[src/rtl/rx_interface_pkg.sv]
// Block-level constants shared by the receive and transmit sides of the metaframe link.
// Also holds the word-class and framing-state enums used by the receiver.
package rx_interface_pkg;

    localparam int          META_FRAME_LEN_DEF = 16;
    localparam logic [1:0]  HDR_DATA           = 2'b01;
    localparam logic [1:0]  HDR_CTRL           = 2'b10;
    localparam logic [63:0] SYNC_WORD          = 64'h78F678F678F678F6;
    localparam logic [63:0] IDLE_WORD          = 64'hAAAAAAAAAAAAAAAA;
    localparam logic [5:0]  SCRAM_BTYPE        = 6'b001010;

    typedef enum logic [2:0] {
        WC_SYNC,
        WC_SCRAM,
        WC_IDLE,
        WC_DATA,
        WC_ILLEGAL
    } word_class_e;

    typedef enum logic [1:0] {
        ST_HUNT,
        ST_VERIFY,
        ST_LOCK
    } rx_state_e;

    function automatic logic [15:0] sat_inc16(input logic [15:0] v);
        return (v == 16'hFFFF) ? v : v + 16'd1;
    endfunction

endpackage

[src/rtl/rx_word_classify.sv]
// Combinational classifier: maps one received block (header + payload) to its word class.
module rx_word_classify
    import rx_interface_pkg::*;
(
    input  logic [1:0]  header_i,
    input  logic [63:0] data_i,
    output word_class_e class_o
);

    always_comb begin
        class_o = WC_ILLEGAL;
        if (header_i == HDR_DATA) begin
            class_o = WC_DATA;
        end else if (header_i == HDR_CTRL) begin
            if (data_i == SYNC_WORD) begin
                class_o = WC_SYNC;
            end else if (data_i == IDLE_WORD) begin
                class_o = WC_IDLE;
            end else if (data_i[63:58] == SCRAM_BTYPE) begin
                class_o = WC_SCRAM;
            end
        end
    end

endmodule

[src/rtl/rx_interface.sv]
// Metaframe receiver: hunts for sync words, verifies their spacing, then forwards
// payload words and flags framing errors while locked.
//
// state     | meaning
// ----------+-----------------------------------------------------------
// ST_HUNT   | searching every valid word for a sync word
// ST_VERIFY | sync seen; counting correctly spaced syncs toward lock
// ST_LOCK   | locked; forwarding data, counting missing syncs toward loss
module rx_interface
    import rx_interface_pkg::*;
#(
    parameter int META_FRAME_LEN = META_FRAME_LEN_DEF,
    parameter int LOCK_CNT       = 4,
    parameter int UNLOCK_CNT     = 3
) (
    input  logic        USER_CLK,
    input  logic        SYSTEM_RESET_N,
    input  logic [63:0] DATA_IN,
    input  logic [1:0]  HEADER_IN,
    input  logic        DATA_VALID_IN,
    output logic [63:0] DATA_OUT,
    output logic        DATA_OUT_VALID,
    output logic        LOCKED,
    output logic        SYNC_ERR,
    output logic        HEADER_ERR,
    output logic        CTRL_ERR,
    output logic [15:0] ERR_COUNT
);

    localparam int POS_W  = (META_FRAME_LEN > 1) ? $clog2(META_FRAME_LEN) : 1;
    localparam int GOOD_W = $clog2(LOCK_CNT + 1);
    localparam int BAD_W  = $clog2(UNLOCK_CNT + 1);

    localparam logic [POS_W-1:0]  POS_LAST  = POS_W'(META_FRAME_LEN - 1);
    localparam logic [POS_W-1:0]  POS_SCRAM = POS_W'(1);
    localparam logic [GOOD_W-1:0] GOOD_LAST = GOOD_W'(LOCK_CNT - 1);
    localparam logic [BAD_W-1:0]  BAD_LAST  = BAD_W'(UNLOCK_CNT - 1);

    word_class_e       word_class;
    rx_state_e         state_q, state_d;
    logic [POS_W-1:0]  pos_q, pos_d;
    logic [GOOD_W-1:0] good_q, good_d;
    logic [BAD_W-1:0]  bad_q, bad_d;
    logic [63:0]       data_out_q, data_out_d;
    logic              valid_q, valid_d;
    logic              sync_err_q, sync_err_d;
    logic              hdr_err_q, hdr_err_d;
    logic              ctrl_err_q, ctrl_err_d;
    logic [15:0]       err_cnt_q, err_cnt_d;
    logic              err_event;

    rx_word_classify u_classify (
        .header_i (HEADER_IN),
        .data_i   (DATA_IN),
        .class_o  (word_class)
    );

    always_comb begin
        state_d    = state_q;
        pos_d      = pos_q;
        good_d     = good_q;
        bad_d      = bad_q;
        data_out_d = data_out_q;
        valid_d    = 1'b0;
        sync_err_d = 1'b0;
        hdr_err_d  = 1'b0;
        ctrl_err_d = 1'b0;
        err_event  = 1'b0;

        if (DATA_VALID_IN) begin
            pos_d = (pos_q == POS_LAST) ? '0 : pos_q + 1'b1;
            unique case (state_q)
                ST_HUNT: begin
                    if (word_class == WC_SYNC) begin
                        pos_d   = POS_SCRAM;
                        good_d  = GOOD_W'(1);
                        bad_d   = '0;
                        state_d = (LOCK_CNT <= 1) ? ST_LOCK : ST_VERIFY;
                    end
                end
                ST_VERIFY: begin
                    if (pos_q == '0) begin
                        if (word_class == WC_SYNC) begin
                            good_d = good_q + 1'b1;
                            if (good_q == GOOD_LAST) begin
                                state_d = ST_LOCK;
                                bad_d   = '0;
                            end
                        end else begin
                            state_d = ST_HUNT;
                            good_d  = '0;
                        end
                    end
                end
                ST_LOCK: begin
                    if (pos_q == '0) begin
                        if (word_class == WC_SYNC) begin
                            bad_d = '0;
                        end else begin
                            err_event = 1'b1;
                            bad_d     = bad_q + 1'b1;
                            if (bad_q == BAD_LAST) begin
                                state_d    = ST_HUNT;
                                sync_err_d = 1'b1;
                                good_d     = '0;
                                bad_d      = '0;
                            end
                        end
                    end else if (pos_q == POS_SCRAM) begin
                        if (word_class != WC_SCRAM) begin
                            ctrl_err_d = 1'b1;
                            err_event  = 1'b1;
                        end
                    end else if (word_class == WC_DATA) begin
                        data_out_d = DATA_IN;
                        valid_d    = 1'b1;
                    end else if (word_class != WC_IDLE) begin
                        // sync or scrambler words out of place are treated as illegal here
                        hdr_err_d = 1'b1;
                        err_event = 1'b1;
                    end
                end
                default: begin
                    state_d = ST_HUNT;
                end
            endcase
        end

        err_cnt_d = err_event ? sat_inc16(err_cnt_q) : err_cnt_q;
    end

    always_ff @(posedge USER_CLK or negedge SYSTEM_RESET_N) begin
        if (!SYSTEM_RESET_N) begin
            state_q    <= ST_HUNT;
            pos_q      <= '0;
            good_q     <= '0;
            bad_q      <= '0;
            data_out_q <= '0;
            valid_q    <= 1'b0;
            sync_err_q <= 1'b0;
            hdr_err_q  <= 1'b0;
            ctrl_err_q <= 1'b0;
            err_cnt_q  <= '0;
        end else begin
            state_q    <= state_d;
            pos_q      <= pos_d;
            good_q     <= good_d;
            bad_q      <= bad_d;
            data_out_q <= data_out_d;
            valid_q    <= valid_d;
            sync_err_q <= sync_err_d;
            hdr_err_q  <= hdr_err_d;
            ctrl_err_q <= ctrl_err_d;
            err_cnt_q  <= err_cnt_d;
        end
    end

    assign DATA_OUT       = data_out_q;
    assign DATA_OUT_VALID = valid_q;
    assign LOCKED         = (state_q == ST_LOCK);
    assign SYNC_ERR       = sync_err_q;
    assign HEADER_ERR     = hdr_err_q;
    assign CTRL_ERR       = ctrl_err_q;
    assign ERR_COUNT      = err_cnt_q;

endmodule
[config.mk]
export PLATFORM = sky130hd
export DESIGN_NAME = rx_interface
export DESIGN_NICKNAME = d
export VERILOG_FILES = /design/src/rtl/rx_interface_pkg.sv /design/src/rtl/rx_word_classify.sv /design/src/rtl/rx_interface.sv
export SDC_FILE = /design/constraint.sdc
export NUM_CORES = 1
export LEC_CHECK = 0
export BUFFER_PORTS_ARGS = -buffer_cell sky130_fd_sc_hd__clkbuf_2
export CAP_MARGIN = 15
export CORE_MARGIN = 2
export CORE_UTILIZATION = 54
export CTS_CLUSTER_SIZE = 25
export DETAILED_ROUTE_END_ITERATION = 7
export PLACE_DENSITY = 0.85
export REMOVE_ABC_BUFFERS = 1
export SLEW_MARGIN = 0
export SYNTH_ARGS = -nofsm -noshare
export SYNTH_HDL_FRONTEND = slang
export SYNTH_HIERARCHICAL = 1
export SYNTH_SLANG_ARGS = --single-unit
[constraint.sdc]
create_clock -name USER_CLK -period 5.7 [get_ports USER_CLK]
set_input_delay 1.14 -clock USER_CLK [delete_from_list [all_inputs] [get_ports USER_CLK]]
set_output_delay 1.14 -clock USER_CLK [all_outputs]
set_load 0.02 [all_outputs]
# [Word level (Yosys, flattened, before mapping)]
# Index checks and enable logic that the tools add are counted.
[word_totals] reg_bits=95 latchBits=0 ramBits=0 mem_bits_ro=0 wordCells=106 memories=0
[classes] add_sub_neg=4 mul=0 div=0 order_cmp=0 eq_ne=23 shift=0 muxes=57 bitwise_logic=3 n_reduce_logical=9
[op_table] cell="$eq 64x63->1 const B" count=1
[op_table] cell="$eq 64x64->1 const B" count=1
[op_table] cell="$mux 3" count=11
[op_table] cell="$mux 2" count=14
[op_table] cell="$mux 1" count=26
[op_table] cell="$reduce_and 7->1" count=3
[op_table] cell="$add 16x1->16 const B" count=1
[op_table] cell="$eq 16x16->1 const B" count=1
[op_table] cell="$mux 4" count=3
[op_table] cell="$pmux 2 s3" count=2
[op_table] cell="$ne 2x2->1 const B" count=5
[op_table] cell="$pmux 3 s3" count=1
[op_table] cell="$eq 2x2->1 const B" count=3
[op_table] cell="$eq 3x2->1 const B" count=2
[op_table] cell="$eq 6x4->1 const B" count=1
[op_table] cell="$reduce_and 5->1" count=1
[op_table] cell="$add 4x1->4 const B" count=1
[op_table] cell="$eq 2x1->1 const B" count=2
[op_table] cell="$eq 4x1->1 const B" count=1
[op_table] cell="$eq 4x4->1 const B" count=1
[op_table] cell="$logic_not 4->1" count=1
[op_table] cell="$ne 2x1->1 const B" count=2
[op_table] cell="$add 3x1->3 const B" count=1
[op_table] cell="$logic_not 3->1" count=1
[op_table] cell="other kinds (8)" count=10

# [Logic depth before layout (Yosys ltp)]
# Gate-level depths: netlist of the first run.
[depth] ltp_word=14 mapped_depth=11 depth_no_buf=10

# [By module]
# The synthesis of the first run kept the hierarchy.
[modules_own_cells] module="rx_interface" n_inst=1 cells_each=310 area_each_um2=4070.2 seq_area_each_um2=2377.3
[modules_own_cells] module="rx_word_classify" n_inst=1 cells_each=40 area_each_um2=336.6 seq_area_each_um2=0.0

# [Worst setup path after synthesis of the first run]
# OpenSTA, ideal clock, no wires.
[synth_timing] kind="input port to flip-flop" from="input DATA_IN[40]" to="register err_cnt_q[14] (netlist: ERR_COUNT[14])" arrival_time_ns=3.870 path_slack_ns=1.703 path_stages=11 path_buffers=1 path_cell_list="or4b_1 or4_1 nor4_2 nand3_1 nand2_1 nor2_1 o211a_1 or3_1 buf_6 nor4_1 mux2_1"
[synth_via] elab_chain_len=13 word_cells_on_any_way=19 cone_classes="eq/ne (5); mux (12); reduce/logical (2)"
[synth_lines] element="from (decl)" line_no="rx_interface.sv:18" rtl="input logic [63:0] DATA_IN,"
[synth_lines] element="$eq 64x64->1" line_no="rx_word_classify.sv:17" rtl="end else if (data_i == IDLE_WORD) begin"
[synth_lines] element="$mux 3" line_no="rx_word_classify.sv:17"
[synth_lines] element="$mux 3 *" line_no="rx_word_classify.sv:15" rtl="if (data_i == SYNC_WORD) begin"
[synth_lines] element="$mux 3 *" line_no="rx_word_classify.sv:14" rtl="end else if (header_i == HDR_CTRL) begin"
[synth_lines] element="$mux 3 *" line_no="rx_word_classify.sv:12" rtl="if (header_i == HDR_DATA) begin"
[synth_lines] element="via word_class[1]" line_no="rx_interface.sv:39" rtl="word_class_e word_class;"
[synth_lines] element="$ne 3x2->1" line_no="rx_interface.sv:117" rtl="end else if (word_class != WC_IDLE) begin"
[synth_lines] element="$mux 1" line_no="rx_interface.sv:117"
[synth_lines] element="$mux 1" line_no="rx_interface.sv:114" rtl="end else if (word_class == WC_DATA) begin"
[synth_lines] element="$mux 1" line_no="rx_interface.sv:109" rtl="end else if (pos_q == POS_SCRAM) begin"
[synth_lines] element="$mux 1 *" line_no="rx_interface.sv:96" rtl="if (pos_q == '0) begin"
[synth_lines] element="$mux 1 *" line_no="rx_interface.sv:72" rtl="unique case (state_q)"
[synth_lines] element="$mux 1 *" line_no="rx_interface.sv:70" rtl="if (DATA_VALID_IN) begin"
[synth_lines] element="$reduce_and 2->1 (no source line) *"
[synth_lines] element="to (signal assigned)" line_no="rx_interface.sv:154" rtl="err_cnt_q <= err_cnt_d;"
[synth_lines] element="to (decl)" line_no="rx_interface.sv:49" rtl="logic [15:0] err_cnt_q, err_cnt_d;"
# Mark *: on every way through the listed nets, which the timed path passes. The rest lies on a longest branch.
# A chain may end at the register's enable or synchronous reset.

# [Final worst setup path of the first run]
[layout_timing] from="input DATA_IN[40]" to="register data_out_q[16] (netlist: DATA_OUT[16])"
[layout_via] elab_chain_len=7 word_cells_on_any_way=8 cone_classes="eq/ne (3); mux (4); reduce/logical (1)"
[layout_lines] element="$eq 64x64->1" line_no="rx_word_classify.sv:17"
[layout_lines] element="$mux 3" line_no="rx_word_classify.sv:17"
[layout_lines] element="$mux 3 *" line_no="rx_word_classify.sv:15"
[layout_lines] element="$mux 3 *" line_no="rx_word_classify.sv:14"
[layout_lines] element="$mux 3 *" line_no="rx_word_classify.sv:12"
[layout_lines] element="via word_class[2]" line_no="rx_interface.sv:39"
[layout_lines] element="$eq 3x2->1 *" line_no="rx_interface.sv:114"
[layout_lines] element="$reduce_and 5->1 (no source line) *"
[layout_lines] element="to (signal assigned)" line_no="rx_interface.sv:149" rtl="data_out_q <= data_out_d;"
[layout_lines] element="to (decl)" line_no="rx_interface.sv:44" rtl="logic [63:0] data_out_q, data_out_d;"
# Marks and branches as above.

==> impl_metrics.ini, run 1 <==
[timing]
max_slew_margin = 0.409
finalCriticalPeriod_ns = 4.25
fin_crit_sh = 0.745
grt_setup_unrepaired = no
skew_ns = 0.0189
timing.final.ws_setup_ns = 1.45
timing.fmax_mhz = 235
final-setup-viol-count = 0
drv_slew = 0
hold_viol = 0
setup_tns_ns = 0
tightest_slew_ns = 0.887

[logic_synthesis]
syn_area_um2 = 4410
synth_top_area_share = 0.539
yosys_register_bits = 95
yosys.area.top_type = dfrtp_1
yosys_warnings = 6
async_reset_ff_frac = 1.00
avgSynthCellArea_um2 = 12.6
netlist_top_cells_area = dfrtp_1 (54%), mux2_2 (9.5%), mux2_1 (8.4%)
ys_seq_area_frac = 0.539
synthCells = 350
yosysUniqueCellTypes = 51
synth_flop_cell = dfrtp_1
synth-edff-count = 0

[routing]
drc = 0
vias = 3412
initialDrtViolationCount = 156
drt-total-wl_um = 9890
routedWlPerCell_um = 16.1
ant_nets = 0
vias_per_cell = 5.57
drt-pass1-iter-count = 4

[floorplan]
io_pins = 154
die_h_um = 94.3
die_w_um = 94.3
core_area_um2 = 7810
initial_core_util = 0.564
fp-row-count = 32
die-area_um2 = 8900

[setup_path]
cp.arrival_ns = 4.48
cp-end-kind = flip-flop
cp.depth = 9
crit_type = in2reg
slowest_stage = nand3_4
worst-path-max-fanout = 65
path_cells = clkbuf_2 > or4b_1 > or4_1 > nor4_2 > nand3_1 > nor3b_1 > nor2b_1 > nand3_4 > mux2_1
slowest_delay_ns = 0.70
cp_data_required_time_ns = 5.93
worstRegToRegCells = 7
cp.buffers_inverters = 1
cp_top_family = simple AND/OR/NAND/NOR gates
worstSetupStartpointType = input pin

[clock_network]
cts_buffers = 9
cts_resized = 0
cts_hold_buf = 0
insertion_delay_ns = 0.36
cts_setup_buffers = 0
clock_path_buffers = 2
path_clk_slew_ns = 0.09
clock-sinks = 95
cts_tree = yes
cts_htree_levels = 3
cts-root-buf = clkbuf_8

[global_route]
antenna_found_initial = 0
grt_max_degree = 66
grt_pass1_vias = 3378
grt-ovfl-total = 0
grt_pass1_wl_um = 16300
track_usage = 0.235

[flow_run]
cap_violations = 0

[power]
power_leakage_nw = 2.89
pwr_density_cell_nw_per_um2 = 319
vdd.ir_drop.worst_mv = 0.191
p_total_mw = 1.74

[placed_design]
place_ws_ns = 1.06
place_congestion = 0.863
port_buffers = 153
hpwlAfterDp_um = 7530
dpl_cell_area_um2 = 5280

[final_layout]
final_util = 0.699
area_delta_synth_final_pct = 23.9
antennaDiodeCount = 0
drive_gt1_frac = 0.419
final_cell_area_um2 = 5460
nNetsFinal = 584

[min_path]
whs_path_depth = 1
hp-class = reg2reg

[run_status]
outcome = completed
-- cells by family after synthesis --
family          after synthesis  synth area share
mux                          70             0.179
fa+ha+maj                     9            0.0256
flops                        95             0.539
xor+xnor                     12            0.0238
simple gates                116             0.165
buf+inv                      18            0.0185
compound gates               30            0.0491
-- cell usage after synthesis, types with 2 or more instances --
cell / count
nor4b_1: 3
nor3_1: 6
nand2_1: 20
nand3b_1: 2
nor4bb_1: 2
or3_1: 2
dfrtp_1: 95
nand3_1: 17
a21oi_1: 3
mux2_1: 33
nor3b_1: 2
and4b_1: 3
buf_2: 5
clkbuf_1: 4
ha_1: 9
o21ai_0: 12
nor4_2: 3
mux2_2: 37
or4_1: 2
nand4_1: 6
xor2_1: 7
xnor2_1: 5
or4bb_1: 4
o41ai_1: 3
nor2b_1: 4
inv_1: 8
nand4b_1: 6
nor2_1: 15
nand2b_1: 4
nor4_1: 7
-- state kept, by name, summed over array words and instances (netlist names) --
signal / count
ERR_COUNT: 16
SYNC_ERR: 1
bad_q: 2
CTRL_ERR: 1
HEADER_ERR: 1
DATA_OUT_VALID: 1
good_q: 3
state_q: 2
pos_q: 4
DATA_OUT: 64
-- stage by stage --
stage	cells	hold WS, ns
after floorplan	340	0.472
after global routing	613	0.514
after CTS	613	0.501
after detailed placement	597	0.480
final	613	0.496
after global placement	597	0.474
-- layout by cell type (no fill, tap or decap), types with 3 or more instances in the layout --
master	count
clkbuf_8	10
mux2_1	33
nand2_1	20
mux2_2	37
nand2b_1	4
dfrtp_1	95
o41ai_1	3
nor2b_1	4
nor4_1	7
xnor2_1	5
buf_4	3
nand3_1	16
and4b_1	3
nand4_1	6
nor2_1	15
nand4b_1	6
ha_1	9
inv_1	8
nor3_1	6
nor4_2	3
clkbuf_2	152
nor4b_1	3
o21ai_0	12
a21oi_1	3
xor2_1	7
or4bb_1	4
-- area by class of cell --
class	instances	area (um2)
sequential	95	2380
fill	581	2350
multi-input combinational	237	1960
timing repair buffer	155	783
clock buffer	11	141
tap	102	128
clock inverter	5	38.8
inverter	8	30.0
-- worst paths after layout --
kind                                          start                   endpoint  slack, ns
setup / recovery                        DATA_IN[40]   DATA_OUT[16]$_DFFE_PN0P_       1.45
hold / removal             DATA_OUT[55]$_DFFE_PN0P_   DATA_OUT[55]$_DFFE_PN0P_       0.50
setup reg to reg               pos_q[0]$_DFFE_PN0P_  ERR_COUNT[12]$_DFFE_PN0P_       3.12
hold reg to reg            DATA_OUT[55]$_DFFE_PN0P_   DATA_OUT[55]$_DFFE_PN0P_       0.50
max in group asynchronous            SYSTEM_RESET_N       bad_q[1]$_DFFE_PN0P_       3.88
min in group asynchronous            SYSTEM_RESET_N   DATA_OUT[31]$_DFFE_PN0P_       0.73
-- power breakdown --
part	switching, mW	internal [mW]	leakage (nW)
Combinational	0.283	0.188	1.51
Sequential	0.0838	0.771	1.29
Clock	0.240	0.174	0.0903
Total	0.607	1.13	2.89
-- per-layer routing --
metal | track usage | share of wire | vias up | routed length, um
li1 | - | - | 1607 | -
met1 | 0.296 | 0.42 | 1668 | 4140
met2 | 0.389 | 0.49 | 114 | 4890
met3 | 0.0415 | 0.057 | 23 | 561
met4 | 0.123 | 0.030 | 0 | 297
met5 | 0 | 0 | - | 0
-- worst register-to-register path, stage by stage (launching register included) --
cell,delay (ns)
dfrtp_1,0.44
inv_1,0.11
ha_1,0.23
and3b_1,0.19
o211a_1,0.26
or3_1,0.53
nor4_1,0.36
mux2_1,0.35
Power figures use the tool's default switching activity.
==> inputs of run 2 (changes only) <==
--- a/config.mk
+++ b/config.mk
@@ -8,10 +8,10 @@
 export BUFFER_PORTS_ARGS = -buffer_cell sky130_fd_sc_hd__clkbuf_2
 export CAP_MARGIN = 15
 export CORE_MARGIN = 2
-export CORE_UTILIZATION = 54
+export CORE_UTILIZATION = 45
 export CTS_CLUSTER_SIZE = 25
 export DETAILED_ROUTE_END_ITERATION = 7
-export PLACE_DENSITY = 0.85
+export PLACE_DENSITY = 0.76
 export REMOVE_ABC_BUFFERS = 1
 export SLEW_MARGIN = 0
 export SYNTH_ARGS = -nofsm -noshare
==> constraint.sdc (replaced) <==
create_clock -name USER_CLK -period 3.8 [get_ports USER_CLK]
set_input_delay 0.76 -clock USER_CLK [delete_from_list [all_inputs] [get_ports USER_CLK]]
set_output_delay 0.76 -clock USER_CLK [all_outputs]
set_load 0.02 [all_outputs]
==> impl_metrics.ini, run 2 (same netlist as run 1, synthesis figures left out) <==
[run_status]
outcome = completed

[global_route]
track_usage = 0.192
antenna_found_initial = 0
grt_pass1_vias = 3339
grt_max_degree = 49
grt_pass1_wl_um = 15700
grt-ovfl-total = 0

[routing]
drt-total-wl_um = 10100
met2WireLength_um = 4940
met3_length_um = 609
drt-pass1-iter-count = 4
initialDrtViolationCount = 97
routed.top_layer = met4
wl_met1_um = 4390
vias_per_cell = 5.25
vias = 3436
routedWlPerCell_um = 15.4
ant_nets = 0
drc = 0

[timing]
skew_ns = 0.0121
drv_slew = 0
setup_tns_ns = 0
fin_crit_sh = 0.930
timing.fmax_mhz = 283
timing.final.ws_setup_ns = 0.266
final-setup-viol-count = 0
finalCriticalPeriod_ns = 3.53
grt_setup_unrepaired = no
hold_viol = 0
worst_hold_slack_ns = 0.349
max_slew_margin = 0.691
tightest_slew_ns = 0.464

[setup_path]
cp.buffers_inverters = 1
slowest_stage = or4_1
cp_top_family = simple AND/OR/NAND/NOR gates
worst-path-max-fanout = 4
regToRegStartpoint = pos_q[0]$_DFFE_PN0P_
slowest_delay_ns = 0.54
worstSetupStartpoint = DATA_IN[40]
worstSetupStartpointType = input pin
crit_type = in2reg
path_cells = clkbuf_2 > or4b_1 > or4_1 > nor4_2 > nand3_1 > nand2_1 > nor2_1 > o211a_1 > or3_1 > nor4_1 > mux2_1
cp-end-kind = flip-flop
cp_data_required_time_ns = 4.05
cp.arrival_ns = 3.78

[power]
power.internal_mw = 1.77
combPwrFrac = 0.275
p_total_mw = 2.66
clock_power_share = 0.244
power_leakage_nw = 2.95
p_switching_mw = 0.889
netSwitchingFraction = 0.334
pwr_density_cell_nw_per_um2 = 475
seq_power_share = 0.481
vdd.ir_drop.worst_mv = 0.204

[final_layout]
nFillCells = 830
final_common_cell = clkbuf_2
drive_gt1_frac = 0.428
largest_reg_flops = 64
nNetsFinal = 594
regArea_um2 = 2380
antennaDiodeCount = 0
final_cell_mix = clkbuf_2 (152), dfrtp_1 (95), mux2_2 (37)
final_cells = 654
final_util = 0.581
final_cell_area_um2 = 5600
area_delta_synth_final_pct = 27.1
multi_input_area_um2 = 1960

[placed_design]
port_buffers = 153
hpwlAfterDp_um = 7790
dpl_cell_area_um2 = 5410
place_ws_ns = -0.108
place_congestion = 0.834
placed_cells = 638

[clock_network]
cts_buffers = 9
cts_resized = 0
cts_htree_levels = 3
cts_tree = yes
clock-sinks = 95
clock_path_buffers = 2
cts_setup_buffers = 0
path_clk_slew_ns = 0.09
cts_hold_buf = 0
insertion_delay_ns = 0.36
cts-root-buf = clkbuf_8

[min_path]
hp-class = in2async

[floorplan]
fp-row-count = 36
die-area_um2 = 10600
io_pins = 154
die_w_um = 103
core_area_um2 = 9640
die_h_um = 103
initial_core_util = 0.457

[flow_run]
cap_violations = 0
run 2: path summary, 6_finish.rpt:
kind,end,slack [ns],depth (start not counted)
worst max-delay path,ERR_COUNT[12]$_DFFE_PN0P_,0.27,11
worst min-delay path,DATA_OUT[50]$_DFFE_PN0P_,0.35,1
worst max register to register,ERR_COUNT[12]$_DFFE_PN0P_,1.40,7
worst min register to register,DATA_OUT[37]$_DFFE_PN0P_,0.50,1
max in group asynchronous,DATA_OUT[7]$_DFFE_PN0P_,2.68,2
min in group USER_CLK,DATA_OUT[37]$_DFFE_PN0P_,0.50,1
run 2: power groups by stage:
stage	Clock [mW]	Sequential [mW]	Combinational (mW)
after floorplan	0	1.42	0.308
after global placement	0	1.29	0.712
after detailed placement	0	1.30	0.735
after CTS	0.669	1.28	0.739
after global routing	0.704	1.30	0.809
final	0.649	1.28	0.733
run 2: routing by layer:
layer	vias up	track usage
met2	114	0.326
met1	1686	0.236
met3	12	0.0569
met5	-	0
met4	0	0.0617
li1	1624	-
run 2: final cells by class:
cell class	count	area share
clock inverter	1	0.00156
timing repair buffer	165	0.155
multi-input combinational	237	0.350
clock buffer	15	0.0333
tap	133	0.0297
sequential	95	0.424
inverter	8	0.00536
